===== src/rtl/eth_pkg.sv =====
// Shared types and constants for the Ethernet RX dispatch path.
package eth_pkg;

  localparam int          ETH_HDR_LEN = 14;
  localparam logic [47:0] MAC_BCAST   = 48'hFFFF_FFFF_FFFF;
  localparam logic [15:0] ETYPE_IP    = 16'h0800;
  localparam logic [15:0] ETYPE_ARP   = 16'h0806;

  typedef enum logic [2:0] {
    ST_IDLE,
    ST_HDR,
    ST_FWD_IP,
    ST_FWD_ARP,
    ST_DROP
  } rx_state_e;

  typedef enum logic [1:0] {
    DEC_DROP,
    DEC_IP,
    DEC_ARP
  } rx_dec_e;

  // Frame steering decision; filter failures and invalid EtherTypes outrank everything.
  function automatic rx_dec_e classify(input logic mac_ok,
                                       input logic is_ip,
                                       input logic is_arp,
                                       input logic is_invalid,
                                       input logic ip_busy,
                                       input logic arp_busy);
    if (is_invalid || !mac_ok) return DEC_DROP;
    if (is_ip)                 return ip_busy ? DEC_DROP : DEC_IP;
    if (is_arp)                return arp_busy ? DEC_DROP : DEC_ARP;
    return DEC_DROP;
  endfunction

endpackage


===== src/rtl/eth_rx_stats.sv =====
// Saturating frame statistics counters (ip / arp / drop / runt) with synchronous clear.
module eth_rx_stats
  import eth_pkg::*;
#(
  parameter int STAT_W = 16
) (
  input  logic              clock,
  input  logic              aclr,
  input  logic              stat_clr,
  input  logic              inc_ip,
  input  logic              inc_arp,
  input  logic              inc_drop,
  input  logic              inc_runt,
  output logic [STAT_W-1:0] stat_ip,
  output logic [STAT_W-1:0] stat_arp,
  output logic [STAT_W-1:0] stat_drop,
  output logic [STAT_W-1:0] stat_runt
);

  logic [3:0]        w_inc;
  logic [STAT_W-1:0] r_cnt [4];

  assign w_inc = {inc_runt, inc_drop, inc_arp, inc_ip};

  // NOTE: this small array is software-visible state, so it is reset like any register.
  always_ff @(posedge clock or posedge aclr) begin
    if (aclr) begin
      for (int k = 0; k < 4; k++) r_cnt[k] <= '0;
    end else if (stat_clr) begin
      for (int k = 0; k < 4; k++) r_cnt[k] <= '0;
    end else begin
      for (int k = 0; k < 4; k++) begin
        if (w_inc[k] && (r_cnt[k] != '1)) r_cnt[k] <= r_cnt[k] + STAT_W'(1);
      end
    end
  end

  assign stat_ip   = r_cnt[0];
  assign stat_arp  = r_cnt[1];
  assign stat_drop = r_cnt[2];
  assign stat_runt = r_cnt[3];

endmodule


===== src/rtl/eth_rx_dispatcher.sv =====
// Ethernet RX dispatcher: counts header bytes, filters on destination MAC and steers payload.
// Define ETH_RX_STATS_EN to add the stat_* counters and the stat_clr input.
module eth_rx_dispatcher
  import eth_pkg::*;
#(
  parameter int HDR_LEN = ETH_HDR_LEN,
  parameter int STAT_W  = 16
) (
  input  logic              clock,
  input  logic              aclr,
  input  logic [47:0]       my_mac,
  input  logic [7:0]        datain,
  input  logic              data_en,
  input  logic [47:0]       board_mac,
  input  logic              is_ip,
  input  logic              is_arp,
  input  logic              is_invalid,
  input  logic              ip_busy,
  input  logic              arp_busy,
  output logic [7:0]        ip_data,
  output logic [7:0]        arp_data,
  output logic              ip_en,
  output logic              arp_en,
  output logic              ip_sop,
  output logic              arp_sop,
  output logic              ip_done,
  output logic              arp_done,
  output logic              busy
`ifdef ETH_RX_STATS_EN
  ,
  input  logic              stat_clr,
  output logic [STAT_W-1:0] stat_ip,
  output logic [STAT_W-1:0] stat_arp,
  output logic [STAT_W-1:0] stat_drop,
  output logic [STAT_W-1:0] stat_runt
`endif
);

  localparam int CNT_W = $clog2(HDR_LEN + 1);

  if (HDR_LEN < 1 || STAT_W < 1) begin : g_param_check
    $error("eth_rx_dispatcher: HDR_LEN and STAT_W must be at least 1");
  end

  rx_state_e        r_state, w_state_nxt;
  logic [CNT_W-1:0] r_cnt, w_cnt_nxt;
  logic             w_mac_ok, w_decide;
  rx_dec_e          w_dec;

  logic [7:0] r_ip_data, r_arp_data, w_ip_data_nxt, w_arp_data_nxt;
  logic       r_ip_en, r_arp_en, r_ip_sop, r_arp_sop, r_ip_done, r_arp_done, r_busy;
  logic       w_ip_en_nxt, w_arp_en_nxt, w_ip_sop_nxt, w_arp_sop_nxt;
  logic       w_ip_done_nxt, w_arp_done_nxt, w_busy_nxt;

  assign w_mac_ok = (board_mac == my_mac) || (board_mac == MAC_BCAST);
  assign w_decide = (r_state == ST_HDR) && data_en && (r_cnt == CNT_W'(HDR_LEN));
  assign w_dec    = classify(w_mac_ok, is_ip, is_arp, is_invalid, ip_busy, arp_busy);

  // NOTE: registers use non-blocking assignments so every flop samples pre-edge values.
  always_ff @(posedge clock or posedge aclr) begin
    if (aclr) begin
      r_state <= ST_IDLE;
      r_cnt   <= '0;
    end else begin
      r_state <= w_state_nxt;
      r_cnt   <= w_cnt_nxt;
    end
  end

  // NOTE: defaults first, so no path leaves a signal unassigned and infers a latch.
  always_comb begin
    w_state_nxt = r_state;
    w_cnt_nxt   = r_cnt;
    unique case (r_state)
      ST_IDLE: begin
        if (data_en) begin
          w_state_nxt = ST_HDR;
          w_cnt_nxt   = CNT_W'(1);
        end
      end
      ST_HDR: begin
        if (!data_en) begin
          w_state_nxt = ST_IDLE;
          w_cnt_nxt   = '0;
        end else if (w_decide) begin
          // Counter holds at HDR_LEN for the rest of the frame.
          unique case (w_dec)
            DEC_IP:  w_state_nxt = ST_FWD_IP;
            DEC_ARP: w_state_nxt = ST_FWD_ARP;
            default: w_state_nxt = ST_DROP;
          endcase
        end else begin
          w_cnt_nxt = r_cnt + CNT_W'(1);
        end
      end
      ST_FWD_IP, ST_FWD_ARP, ST_DROP: begin
        if (!data_en) begin
          w_state_nxt = ST_IDLE;
          w_cnt_nxt   = '0;
        end
      end
      default: begin
        w_state_nxt = ST_IDLE;
        w_cnt_nxt   = '0;
      end
    endcase
  end

  always_comb begin
    w_ip_sop_nxt   = w_decide && (w_dec == DEC_IP);
    w_arp_sop_nxt  = w_decide && (w_dec == DEC_ARP);
    w_ip_en_nxt    = w_ip_sop_nxt  || (data_en && (r_state == ST_FWD_IP));
    w_arp_en_nxt   = w_arp_sop_nxt || (data_en && (r_state == ST_FWD_ARP));
    w_ip_done_nxt  = !data_en && (r_state == ST_FWD_IP);
    w_arp_done_nxt = !data_en && (r_state == ST_FWD_ARP);
    w_ip_data_nxt  = w_ip_en_nxt  ? datain : r_ip_data;
    w_arp_data_nxt = w_arp_en_nxt ? datain : r_arp_data;
    w_busy_nxt     = (w_state_nxt != ST_IDLE);
  end

  always_ff @(posedge clock or posedge aclr) begin
    if (aclr) begin
      r_ip_data  <= '0;
      r_arp_data <= '0;
      r_ip_en    <= 1'b0;
      r_arp_en   <= 1'b0;
      r_ip_sop   <= 1'b0;
      r_arp_sop  <= 1'b0;
      r_ip_done  <= 1'b0;
      r_arp_done <= 1'b0;
      r_busy     <= 1'b0;
    end else begin
      r_ip_data  <= w_ip_data_nxt;
      r_arp_data <= w_arp_data_nxt;
      r_ip_en    <= w_ip_en_nxt;
      r_arp_en   <= w_arp_en_nxt;
      r_ip_sop   <= w_ip_sop_nxt;
      r_arp_sop  <= w_arp_sop_nxt;
      r_ip_done  <= w_ip_done_nxt;
      r_arp_done <= w_arp_done_nxt;
      r_busy     <= w_busy_nxt;
    end
  end

  assign ip_data  = r_ip_data;
  assign arp_data = r_arp_data;
  assign ip_en    = r_ip_en;
  assign arp_en   = r_arp_en;
  assign ip_sop   = r_ip_sop;
  assign arp_sop  = r_arp_sop;
  assign ip_done  = r_ip_done;
  assign arp_done = r_arp_done;
  assign busy     = r_busy;

`ifdef ETH_RX_STATS_EN
  logic w_inc_drop, w_inc_runt;

  assign w_inc_drop = w_decide && (w_dec == DEC_DROP);
  assign w_inc_runt = (r_state == ST_HDR) && !data_en;

  eth_rx_stats #(
    .STAT_W(STAT_W)
  ) u_stats (
    .clock    (clock),
    .aclr     (aclr),
    .stat_clr (stat_clr),
    .inc_ip   (w_ip_sop_nxt),
    .inc_arp  (w_arp_sop_nxt),
    .inc_drop (w_inc_drop),
    .inc_runt (w_inc_runt),
    .stat_ip  (stat_ip),
    .stat_arp (stat_arp),
    .stat_drop(stat_drop),
    .stat_runt(stat_runt)
  );
`endif

endmodule


===== config.mk =====
export PLATFORM = sky130hd
export DESIGN_NAME = eth_rx_dispatcher
export DESIGN_NICKNAME = d
export VERILOG_FILES = /design/src/rtl/eth_pkg.sv /design/src/rtl/eth_rx_stats.sv /design/src/rtl/eth_rx_dispatcher.sv
export SDC_FILE = /design/constraint.sdc
export NUM_CORES = 1
export LEC_CHECK = 0
export BUFFER_PORTS_ARGS = -buffer_cell sky130_fd_sc_hd__buf_2
export CAP_MARGIN = 40
export CORE_MARGIN = 2
export CORE_UTILIZATION = 38
export CTS_CLUSTER_SIZE = 10
export DETAILED_ROUTE_END_ITERATION = 10
export PLACE_DENSITY = 0.78
export REMOVE_ABC_BUFFERS = 1
export SYNTH_ARGS = -nofsm -noshare
export SYNTH_HDL_FRONTEND = slang
export SYNTH_SLANG_ARGS = --single-unit
export TNS_END_PERCENT = 20

===== constraint.sdc =====
create_clock -name clock -period 1.7 [get_ports clock]
set_input_delay 0.255 -clock clock [delete_from_list [all_inputs] [get_ports clock]]
set_output_delay 0.255 -clock clock [all_outputs]
set_load 0.01 [all_outputs]

==> results.md <==
* Initial antenna violation count at 0
* Share of power burned in registers at 0.428
* Setup TNS at -8810 ps
* CP top delay family: simple AND/OR/NAND/NOR gates
* Starting Density at 0.387
* CORE AREA at 5040 um^2
* Synthesized area at 1950 um^2
* Flops & latches, synth at 30
* Area Overhead vs Synth at 67.0%
* Worst setup EP type: flip-flop
* Period Utilization, post-route at 1.31
* PwrDens at 534 nW/um^2
* Routability cong. at 0.881
* Clk_skew at 6.99 ps
* Power Total at 1.74 mW
* Top sig layer: met4
* Total Nets Final at 493
* H-tree level count at 2
* CP Data Arrival Time at 2380 ps
* Pleak at 1.72 nW
* Post-synthesis xor/xnor area fraction at 0.220
* Slowest stage cell, crit path: nor4_1
* Clk pwr share at 0.312
* RSZ-0062 raised after global routing: true
* FF/Latch Area at 751 um^2
* Metal3 WL at 484 um
* Crit-path cells: buf_2 > xor2_1 > nor4_1 > nand4_1 > o31ai_4 > and3_1 > ha_2 > nand2_2 > o21ai_4 > nand2_4 > mux2_4
* Routed wl met2 at 3570 um
* Max Slew Vio Count at 0
* # diodes at 0
* Largest net degree at the start of global routing at 31
* Synth area leader: dfrtp_1
* Max-cap viol count at 0
* GRT Util Overall at 0.236
* Largest cells by area after synthesis: dfrtp_1 (39%), xor2_1 (22%), mux2_2 (9.8%)
* Synth Area in Adders at 0.0257
* CTS sink cnt at 30
* Port Buffers at 134
* Tmin final at 2230 ps
* Post-synthesis area per instance at 10.1 um^2
* Final instance area at 3260 um^2
* Data required time of the worst path at 1850 ps
* Avg Vias per Cell at 4.92
* Sw Share at 0.260
* EDFF count, synth at 0
* First-pass iteration count of the detailed router at 4
* M1 WL at 2300 um
* Compound-Gate Fraction of Synth Area at 0.0539
* Routed Antenna Nets at 0
* Final WS setup at -533 ps
* HPWL after DPL at 5330 um
* CTS tree: built
* Slew Limit Headroom at 0.732
* Total gr overflow at 0
* Min Hold Slack at 53.0 ps
* DP Area at 3000 um^2
* VDD IR max at 0.314 mV
* Post-layout util at 0.646
* Die height at 75.6 um
* Type of the worst min-delay path: in2async
* Failing checks: setup timing
* Sequential share of the synthesized area at 0.385
* Most used DFF post-synth: dfrtp_1
* Max Fclk at 448 MHz
* Share of synthesized registers carrying an async set or reset at 1.00
* Worst path max stage delay at 320 ps
* Routed WL at 6510 um
* Clock slew at reported path FFs at 60 ps
* Share of cells above drive strength 1 at 0.590
* Comb pwr share at 0.260
* Worst setup SP type: input port
* Classification of the worst setup path: in2reg
* Vias in the first global route at 2,218
* Top-count cell post-synth: xor2_1
* Synth Area in Simple Gates at 0.201
* Multi-input gate area at 1300 um^2
* Avg WL per Cell at 14.6 um
* NetSw at 0.453 mW
* Routed via count at 2,193
* Row Count at 26
* 1st-iter DRT viols at 85
* Status: finished with violations
* Synth cell count leaders: xor2_1 (49), dfrtp_1 (30), mux2_2 (17)
* Clk buf depth at 2
* Worst Path Max Fanout at 5
* Ys Warns at 0
* Post-CTS Hold Fix Bufs at 0
* Setup-failing EPs final at 22
* CP Buf/Inv Count at 1
* TritonCTS buffer count at 5
* Yosys top cell area share at 0.385
* Worst Max-Slew Pin Slew at 402 ps
* DRC at 0
* Mux share of post-synthesis cell area at 0.0982
* Synth Instances at 193
* First-pass GRT wire length at 10,000 um
* Largest family of logic cells by synthesized area: XOR/XNOR gates
* Die area at 5720 um^2
* Die width at 75.6 um
* Library cells used by synthesis at 32
* Final hold vios at 0
* I/O Pins at 135
* Clk root buf: clkbuf_8
* Fill cells at 379
* Int Pwr at 1.29 mW
* Clk_lat worst skew at 270 ps
## routing by layer
metal,vias to the layer above,track usage
met2,118,0.473
met5,-,0
met4,0,0.0897
met3,16,0.0635
li1,1060,-
met1,999,0.224
## flip-flops by register name, summed over array words and instances (netlist names), 3 cells and up
register	count
r_cnt	4
arp_data	8
r_state	3
ip_data	8
## power groups by stage
| stage | registers (mW) | logic (mW) | clock network [mW] |
|---|---|---|---|
| final | 0.744 | 0.452 | 0.543 |
| after global routing | 0.746 | 0.493 | 0.595 |
| after CTS | 0.744 | 0.444 | 0.554 |
| after detailed placement | 0.756 | 0.422 | 0 |
| after global placement | 0.755 | 0.410 | 0 |
| after floorplan | 0.762 | 0.134 | 0 |
## placed cells by master (no fill, tap or decap), drive strengths merged, types with 4 or more instances in the layout
master and count:
ha 4, nor2 9, dfrtp 30, buf 179
nand2b 4, xor2 49, nor4 15, nand2 12
nand3 5, clkbuf 6, nand4 15, mux2 17
o21ai 9
## path summary, 6_finish.rpt
path	slack, ps	startpoint	cells past startpoint	endpoint
hold / removal	50	aclr	3	ip_sop
min in group clock	240	datain[7]	2	ip_data[7]
setup / recovery	-530	board_mac[47]	11	ip_data[0]
hold reg to reg	500	arp_data[0]	1	arp_data[0]
max in group asynchronous	1380	aclr	3	busy
setup reg to reg	30	r_state[2]	4	arp_data[4]
## worst reg2reg max path: cells and delay by family, from the launching register on
kind	cells	cell delay (ps)
and+or+nand+nor	3	810
DFF	1	380
muxes	1	360
## timing repair
| action | CTS | global route |
|---|---|---|
| resized for setup | 20 | 7 |
| endpoints found under the setup margin | 24 | 25 |
| setup buffers | 2 | 2 |
| pin swaps | 10 | 5 |
| gates cloned | 2 | 0 |
## metrics by stage
step,setup slack (ps),std cells
3_3_place_gp,-974,434
3_5_place_dp,-1010,434
2_1_floorplan,-508,189
4_1_cts,-537,444
6_report,-533,446
5_1_grt,-619,446
## final cells by class
type / instances / share of cell area
multi-input combinational: 158 / 0.398
timing repair buffer: 179 / 0.316
sequential: 30 / 0.231
tap: 70 / 0.0269
clock buffer: 6 / 0.0254
inverter: 3 / 0.00346
## cells by family after synthesis
| family | Yosys count |
|---|---|
| simple gates | 69 |
| xor+xnor | 49 |
| flops | 30 |
| compound gates | 17 |
| mux | 17 |
| buf+inv | 7 |
| fa+ha+maj | 4 |
Power figures use the tool's default switching activity.
